**config.mk**
```make
export PLATFORM = sky130hd
export DESIGN_NAME = serial_mac_acc
export DESIGN_NICKNAME = d
export VERILOG_FILES = /design/src/rtl/serial_mac_acc.sv
export SDC_FILE = /design/constraint.sdc
export NUM_CORES = 1
export LEC_CHECK = 0
export CORE_ASPECT_RATIO = 2
export CORE_MARGIN = 1
export CORE_UTILIZATION = 40
export DETAILED_ROUTE_END_ITERATION = 8
export PLACE_DENSITY = 0.65
export SETUP_SLACK_MARGIN = 0.4
export SLEW_MARGIN = 20
export SYNTH_ARGS = -nofsm -noshare
export SYNTH_HDL_FRONTEND = slang
export SYNTH_SLANG_ARGS = --single-unit
```
**constraint.sdc**
```tcl
create_clock -name clk -period 3.8 [get_ports clk]
set_input_delay 0.38 -clock clk [delete_from_list [all_inputs] [get_ports clk]]
set_output_delay 0.38 -clock clk [all_outputs]
set_load 0.1 [all_outputs]
```
**src/rtl/serial_mac_acc.sv**
```systemverilog
`default_nettype none
// ============================================================================
// Module   : serial_mac_acc
// Purpose  : Bit-serial multiply-accumulate. Computes sum_k a_k*b_k (unsigned
//            or two's-complement) one multiplier bit per clock, optionally
//            adding onto the previous result, and holds the result behind a
//            ready/out_ack handshake.
// Revision : 1.0 - initial release
// ----------------------------------------------------------------------------
// Ports
//   clk         in   rising-edge clock
//   reset_n     in   asynchronous active-low reset
//   valid       in   operation request, accepted when valid && in_ready
//   in_ready    out  high only while idle
//   a, b        in   SIZE*SETS operands, set k at [k*SIZE +: SIZE]
//   is_signed   in   1 = two's-complement operands (sampled on accept)
//   accumulate  in   1 = add onto current accumulator (sampled on accept)
//   clear       in   zero accumulator and overflow (idle only)
//   ready       out  result valid, held until out_ack
//   out_ack     in   consumer takes the result
//   out         out  OUT_W-bit result register
//   overflow    out  sticky accumulator overflow flag
// ============================================================================
module serial_mac_acc #(
    parameter int SIZE  = 4,
    parameter int SETS  = 1,
    parameter int GUARD = 4
) (
    input  logic                                 clk,
    input  logic                                 reset_n,
    input  logic                                 valid,
    output logic                                 in_ready,
    input  logic [SIZE*SETS-1:0]                 a,
    input  logic [SIZE*SETS-1:0]                 b,
    input  logic                                 is_signed,
    input  logic                                 accumulate,
    input  logic                                 clear,
    output logic                                 ready,
    input  logic                                 out_ack,
    output logic [2*SIZE+$clog2(SETS)+GUARD-1:0] out,
    output logic                                 overflow
);

    localparam int OUT_W = 2*SIZE + $clog2(SETS) + GUARD;
    localparam int BIT_W = (SIZE > 1) ? $clog2(SIZE) : 1;
    localparam int SET_W = (SETS > 1) ? $clog2(SETS) : 1;
    localparam logic [BIT_W-1:0] LAST_BIT = BIT_W'(SIZE - 1);
    localparam logic [SET_W-1:0] LAST_SET = SET_W'(SETS - 1);

    typedef enum logic [1:0] {
        IDLE = 2'd0,
        MUL  = 2'd1,
        DONE = 2'd2
    } state_t;

    state_t               r_state;
    state_t               w_state_next;

    // r_a is shifted down by SIZE per completed set so the active a_k is
    // always in the low bits; r_b is shifted by one per step so the active
    // multiplier bit is always r_b[0] (packing order equals step order).
    logic [SIZE*SETS-1:0] r_a;
    logic [SIZE*SETS-1:0] r_b;
    logic                 r_signed;
    logic [OUT_W-1:0]     r_acc;
    logic [BIT_W-1:0]     r_bit_idx;
    logic [SET_W-1:0]     r_set_idx;

    logic                 w_last_bit;
    logic                 w_last_step;
    logic                 w_sub;
    logic                 w_ovf;
    logic [OUT_W-1:0]     w_a_ext;
    logic [OUT_W-1:0]     w_term;
    logic [OUT_W-1:0]     w_sum;
    logic [OUT_W:0]       w_sum_ext;

    assign in_ready    = (r_state == IDLE);
    assign w_last_bit  = (r_bit_idx == LAST_BIT);
    assign w_last_step = w_last_bit && (r_set_idx == LAST_SET);

    // One shift-add step plus mode-dependent range check of the true sum.
    always_comb begin
        w_a_ext   = r_signed ? {{(OUT_W-SIZE){r_a[SIZE-1]}}, r_a[SIZE-1:0]}
                             : {{(OUT_W-SIZE){1'b0}}, r_a[SIZE-1:0]};
        w_term    = w_a_ext << r_bit_idx;
        // The signed multiplier MSB carries negative weight.
        w_sub     = r_signed && w_last_bit;
        w_sum_ext = w_sub ? ({1'b0, r_acc} - {1'b0, w_term})
                          : ({1'b0, r_acc} + {1'b0, w_term});
        w_sum     = w_sum_ext[OUT_W-1:0];
        if (r_signed) begin
            if (w_sub) begin
                w_ovf = (r_acc[OUT_W-1] != w_term[OUT_W-1]) &&
                        (w_sum[OUT_W-1] != r_acc[OUT_W-1]);
            end else begin
                w_ovf = (r_acc[OUT_W-1] == w_term[OUT_W-1]) &&
                        (w_sum[OUT_W-1] != r_acc[OUT_W-1]);
            end
        end else begin
            w_ovf = w_sum_ext[OUT_W];
        end
        if (!r_b[0]) begin
            w_sum = r_acc;
            w_ovf = 1'b0;
        end
    end

    always_ff @(posedge clk or negedge reset_n) begin
        if (!reset_n) begin
            r_state <= IDLE;
        end else begin
            r_state <= w_state_next;
        end
    end

    always_comb begin
        w_state_next = r_state;
        case (r_state)
            IDLE:    if (valid)       w_state_next = MUL;
            MUL:     if (w_last_step) w_state_next = DONE;
            DONE:    if (out_ack)     w_state_next = IDLE;
            default:                  w_state_next = IDLE;
        endcase
    end

    always_ff @(posedge clk or negedge reset_n) begin
        if (!reset_n) begin
            r_a       <= '0;
            r_b       <= '0;
            r_signed  <= 1'b0;
            r_acc     <= '0;
            r_bit_idx <= '0;
            r_set_idx <= '0;
            out       <= '0;
            ready     <= 1'b0;
            overflow  <= 1'b0;
        end else begin
            case (r_state)
                IDLE: begin
                    if (valid) begin
                        r_a       <= a;
                        r_b       <= b;
                        r_signed  <= is_signed;
                        r_bit_idx <= '0;
                        r_set_idx <= '0;
                        // clear together with valid behaves as a fresh start.
                        if (!accumulate || clear) begin
                            r_acc    <= '0;
                            overflow <= 1'b0;
                        end
                    end else if (clear) begin
                        r_acc    <= '0;
                        overflow <= 1'b0;
                    end
                end
                MUL: begin
                    r_acc <= w_sum;
                    if (w_ovf) begin
                        overflow <= 1'b1;
                    end
                    r_b <= r_b >> 1;
                    if (w_last_bit) begin
                        r_bit_idx <= '0;
                        r_set_idx <= r_set_idx + 1'b1;
                        r_a       <= r_a >> SIZE;
                    end else begin
                        r_bit_idx <= r_bit_idx + 1'b1;
                    end
                    if (w_last_step) begin
                        out   <= w_sum;
                        ready <= 1'b1;
                    end
                end
                DONE: begin
                    if (out_ack) begin
                        ready <= 1'b0;
                    end
                end
                default: begin
                    ready <= 1'b0;
                end
            endcase
        end
    end

endmodule
`default_nettype wire

```
# Yosys cells after proc, flatten, opt, wreduce, memory -nomap -nowiden
# Index checks and enable logic that the tools add are counted.
# totals
output_inout_bits,15
elab_cells,79
ff_bits,40
# op_classes
mux,33
bitwise,2
shifts,1
add_sub_neg,4
n_reduce_logical,16
eq_ne,13
# ops
cell,n
12-bit two-way mux,5
12-bit case mux with 2 select lines,1
4-bit case mux with 2 select lines,2
12-bit by 12-bit adder with 13-bit output,1
13-bit two-way mux,1
12-bit by 12-bit subtractor with 13-bit output,1
4-bit two-way mux,3
3-bit AND reduction,4
12-bit by 2-bit left shift with 12-bit output,1
1-bit two-way mux,11
2-bit two-way mux,5
2-bit inequality test (second input constant),5
3-bit by 2-bit inequality test with 1-bit output (second input constant),2
2-bit case mux with 3 select lines,1
2-bit AND reduction,3
2-bit == test (second input constant),2
1-bit logical AND,4
1-bit case mux with 2 select lines,2
2-bit case mux with 2 select lines,1
4-bit AND reduction,1
1-bit case mux with 3 select lines,1
2-bit by 1-bit adder with 2-bit output (second input constant),1
2-bit by 1-bit == test with 1-bit output (second input constant),1
2-bit zero test,1
other kinds (7),9

# Longest topological paths before layout
# depth
ltp_word,11
ltp_mapped,16

# Worst setup path before layout
# Ideal clock, no wire load.
# synth_timing
path_kind,register to register
from,reg r_bit_idx[1]
to,reg overflow
path_slack_ns,0.513
arrival_time_ns,3.148
path_stages_with_launch,15
synth_period_minus_slack_ns,3.287
setup_ns,0.139
path_cell_list,dfrtp_1 > clkbuf_1 > nor2_1 > or3_1 > and2_1 > nand2_1 > nand2_1 > xnor2_1 > ha_1 > or4_1 > o22a_2 > a311oi_2 > xnor2_1 > mux2i_1 > o221ai_1
# synth_via
elab_chain_cells,10
word_cells_on_any_way,16
# synth_rtl
element,line_no,text
"start, declared",66,logic [BIT_W-1:0] r_bit_idx;
"start signal, assigned",168,r_bit_idx <= r_bit_idx + 1'b1;
12-bit by 2-bit left shift with 12-bit output / 2-bit == test (equally long branches),"86, 79",
"12-bit by 12-bit adder with 13-bit output, or another cell as far along",90,": ({1'b0, r_acc} + {1'b0, w_term});"
13-bit two-way mux,89,"w_sum_ext = w_sub ? ({1'b0, r_acc} - {1'b0, w_term})"
1-bit inequality test,"95, 98",
1-bit logical AND (on tied branches),"97, 94",
1-bit two-way mux,93,if (w_sub) begin
1-bit two-way mux *,92,if (r_signed) begin
1-bit two-way mux *,103,if (!r_b[0]) begin
2-bit inequality test (no line) *,-,
4-bit AND reduction (no line) *,-,
"end signal, assigned",137,overflow <= 1'b0;
"end signal, assigned",150,overflow <= 1'b0;
"end signal, assigned",154,overflow <= 1'b0;
"end, declared",41,output logic overflow
# Every way passes the cells marked *; elsewhere a longest branch is shown, timed or not.
# A chain may end at the register's enable or synchronous reset.

# Worst setup path after layout
# Same ends and word-level chain as after synthesis.

==> impl_metrics.json <==
{
  "grt_max_degree": 41,
  "cts_tree": "built",
  "synth_edf_count": 0,
  "clockBufferDepth": 2,
  "start_kind": "flip-flop",
  "cts.htree.levels": 2,
  "cts_root_buf": "clkbuf_16",
  "core_area_um2": 6310,
  "period_share_pct": 87.1,
  "required_ns": 3.95,
  "insertion_delay_ns": 0.29,
  "hold_path.class": "primary input to async pin",
  "num_rows": 41,
  "ys.flop_type": "dfrtp_1",
  "num_vias": 2316,
  "ctsHoldBuffers": 0,
  "worstPathMaxFanout": 8,
  "dr.pass1.iters": 4,
  "wl_um": 6650,
  "reg2reg_depth": 13,
  "r2r-start": "r_bit_idx[1]$_DFFE_PN0P_",
  "dp_cells": 403,
  "status": "complete, no violations",
  "cts_num_sinks": 40,
  "ant_nets": 0,
  "yosysWarnings": 0,
  "die_y_um": 116,
  "port_buffers": 29,
  "tns_ns": 0,
  "critPathArrivalTime_ns": 3.47,
  "insertedDiodeCount": 0,
  "cp-end-kind": "flip-flop",
  "drt_iter0_markers": 57,
  "setup_violations": 0,
  "r2r_end": "overflow$_DFFE_PN0P_",
  "numCtsBuffers": 5,
  "initial_core_util_pct": 41.5,
  "rsz0062_at_grt": "yes",
  "yosysUniqueCellTypes": 46,
  "min_period_ns": 3.31,
  "ios": 30,
  "maxSlewViolCount": 0,
  "die_w_um": 59.2,
  "finClkSkew_ns": 0.00541,
  "wl_per_cell_um": 15.6,
  "antenna_found_initial": 0,
  "rrSetupSlack_ns": 0.49,
  "final_common_cell": "dfrtp_1",
  "cts.clk_slew.worst_paths_ns": 0.06,
  "via_per_inst": 5.44,
  "synth_area_um2": 2620,
  "dp_hpwl_um": 4780,
  "finalHoldViolations": 0,
  "fin_cells": 426,
  "finalNetCount": 369,
  "drv_cap": 0,
  "syn-num-nets": 324,
  "nFillCells": 578,
  "synth_seq_cells": 40,
  "gp_routability_congestion": 0.870,
  "avgSynthCellArea_um2": 8.92,
  "tightest_slew_ns": 0.970,
  "area_growth_pct": 28.6,
  "grt_pass1_vias": 2274,
  "synthCells": 294,
  "crit_path_max_incr_delay_ns": 0.43,
  "path_buf_inv": 0,
  "seq_area_frac_synth_pct": 38.2,
  "most-common-layout-cells": "dfrtp_1, nor2_1, clkdlybuf4s50_1, a21oi_1, buf_4",
  "ys_async_sr_fraction_pct": 100,
  "grt_pass1_wl_um": 10700,
  "die-area_um2": 6900,
  "gr-total-overflow": 0,
  "max_freq_mhz": 302,
  "path_cells": "mux2_2, a21oi_2, and2_4, nand4_1, o21ai_1, o211ai_1, ha_2, or4_1, o22a_2, a311oi_4, xnor2_2, mux2i_1, o221ai_1",
  "utilization_pct": 53.4,
  "worst_path_max_delay_cell": "dfrtp_2",
  "crit_type": "flip-flop to flip-flop",
  "drc": 0,
  "crit_family": "compound AO/OA/AOI/OAI gates",
  "grt_usage_pct": 21.0,
  "slew_headroom_pct": 35.2,
  "drive_above_1_share_pct": 16.5
}
## area by class of cell
| type | instances | area, µm² | share of cell area, % |
|---|---|---|---|
| Clock inverter | 3 | 42.5 | 1.26 |
| Inverter | 12 | 45.0 | 1.34 |
| Timing Repair Buffer | 52 | 458 | 13.6 |
| Multi-Input combinational cell | 228 | 1590 | 47.1 |
| Clock buffer | 5 | 125 | 3.71 |
| Sequential cell | 40 | 1000 | 29.8 |
| Tap cell | 86 | 108 | 3.19 |
## how the worst max path moves through the flow
stage,from,end,cells past startpoint
after floorplan,r_bit_idx[1]$_DFFE_PN0P_,overflow$_DFFE_PN0P_,14
after global placement,r_bit_idx[1]$_DFFE_PN0P_,overflow$_DFFE_PN0P_,14
after detailed placement,r_bit_idx[1]$_DFFE_PN0P_,overflow$_DFFE_PN0P_,13
after CTS,r_bit_idx[1]$_DFFE_PN0P_,overflow$_DFFE_PN0P_,14
after global routing,r_bit_idx[1]$_DFFE_PN0P_,overflow$_DFFE_PN0P_,14
final,r_bit_idx[1]$_DFFE_PN0P_,overflow$_DFFE_PN0P_,13
## synthesized netlist by cell type, drive strengths merged (3+ instances only)
cell type  count  share of area (%)
xor2           7                2.3
a22o          10                3.4
xnor2          7                2.3
inv           12                1.7
and2           3               0.72
a31oi          5                1.2
a21o           6                1.7
nand3          4               0.76
clkbuf        14                2.0
a22oi          6                1.7
nor2b          8                1.9
mux2i         11                4.2
mux2           4                1.7
and3           3               0.72
nand2         20                2.9
ha            14                6.7
o21ai         23                4.4
a21oi         27                5.2
nor2          30                4.3
dfrtp         40                 38
nand2b         9                2.1
## metal layers
layer | part of all wire (%) | global-route usage, % | routed length [µm]
met5 | 0 | 0 | 0
met4 | 3.3 | 9.05 | 218
met3 | 2.7 | 4.54 | 180
met2 | 57 | 39.9 | 3810
met1 | 37 | 20.9 | 2440
## kinds of logic after synthesis
family	after synthesis	synth area share (%)
AOI/OAI and AO/OA	95	23.5
and+or+nand+nor	89	16.5
DFF	40	38.2
buffers and inverters	26	3.72
muxes	15	5.92
adders and majority gates	15	7.45
xor gates and xnor gates	14	4.68
## sequential cells by signal, indices dropped and copies added, names as in the netlist
name	flops
out	12
overflow	1
r_a	4
r_acc	12
r_b	4
r_bit_idx	2
r_set_idx	1
r_signed	1
r_state	2
ready	1
## what timing repair did
item,4_1_cts,5_1_grt
resized for setup,6,17
pin swaps,6,10
setup buffers,7,8
setup endpoints to repair,4,5
## worst register-to-register path, stage by stage (launching register included)
cell and delay, ns:
dfrtp_2 0.43, mux2_2 0.38, a21oi_2 0.22, and2_4 0.19
nand4_1 0.08, o21ai_1 0.11, o211ai_1 0.12, ha_2 0.21
or4_1 0.40, o22a_2 0.24, a311oi_4 0.30, xnor2_2 0.17
mux2i_1 0.22, o221ai_1 0.12
## stage by stage
stage,instance area [µm²],setup WS (ns),hold WS [ns]
6_report,3370,0.489,0.215
5_1_grt,3370,0.297,0.308
4_1_cts,3260,0.411,0.253
3_5_place_dp,3020,0.166,0.478
3_3_place_gp,3020,0.310,0.468
2_1_floorplan,2620,0.513,0.0844
Power is not shown: default switching activity piles up to over one toggle a cycle in this logic, so the estimate is an artifact.
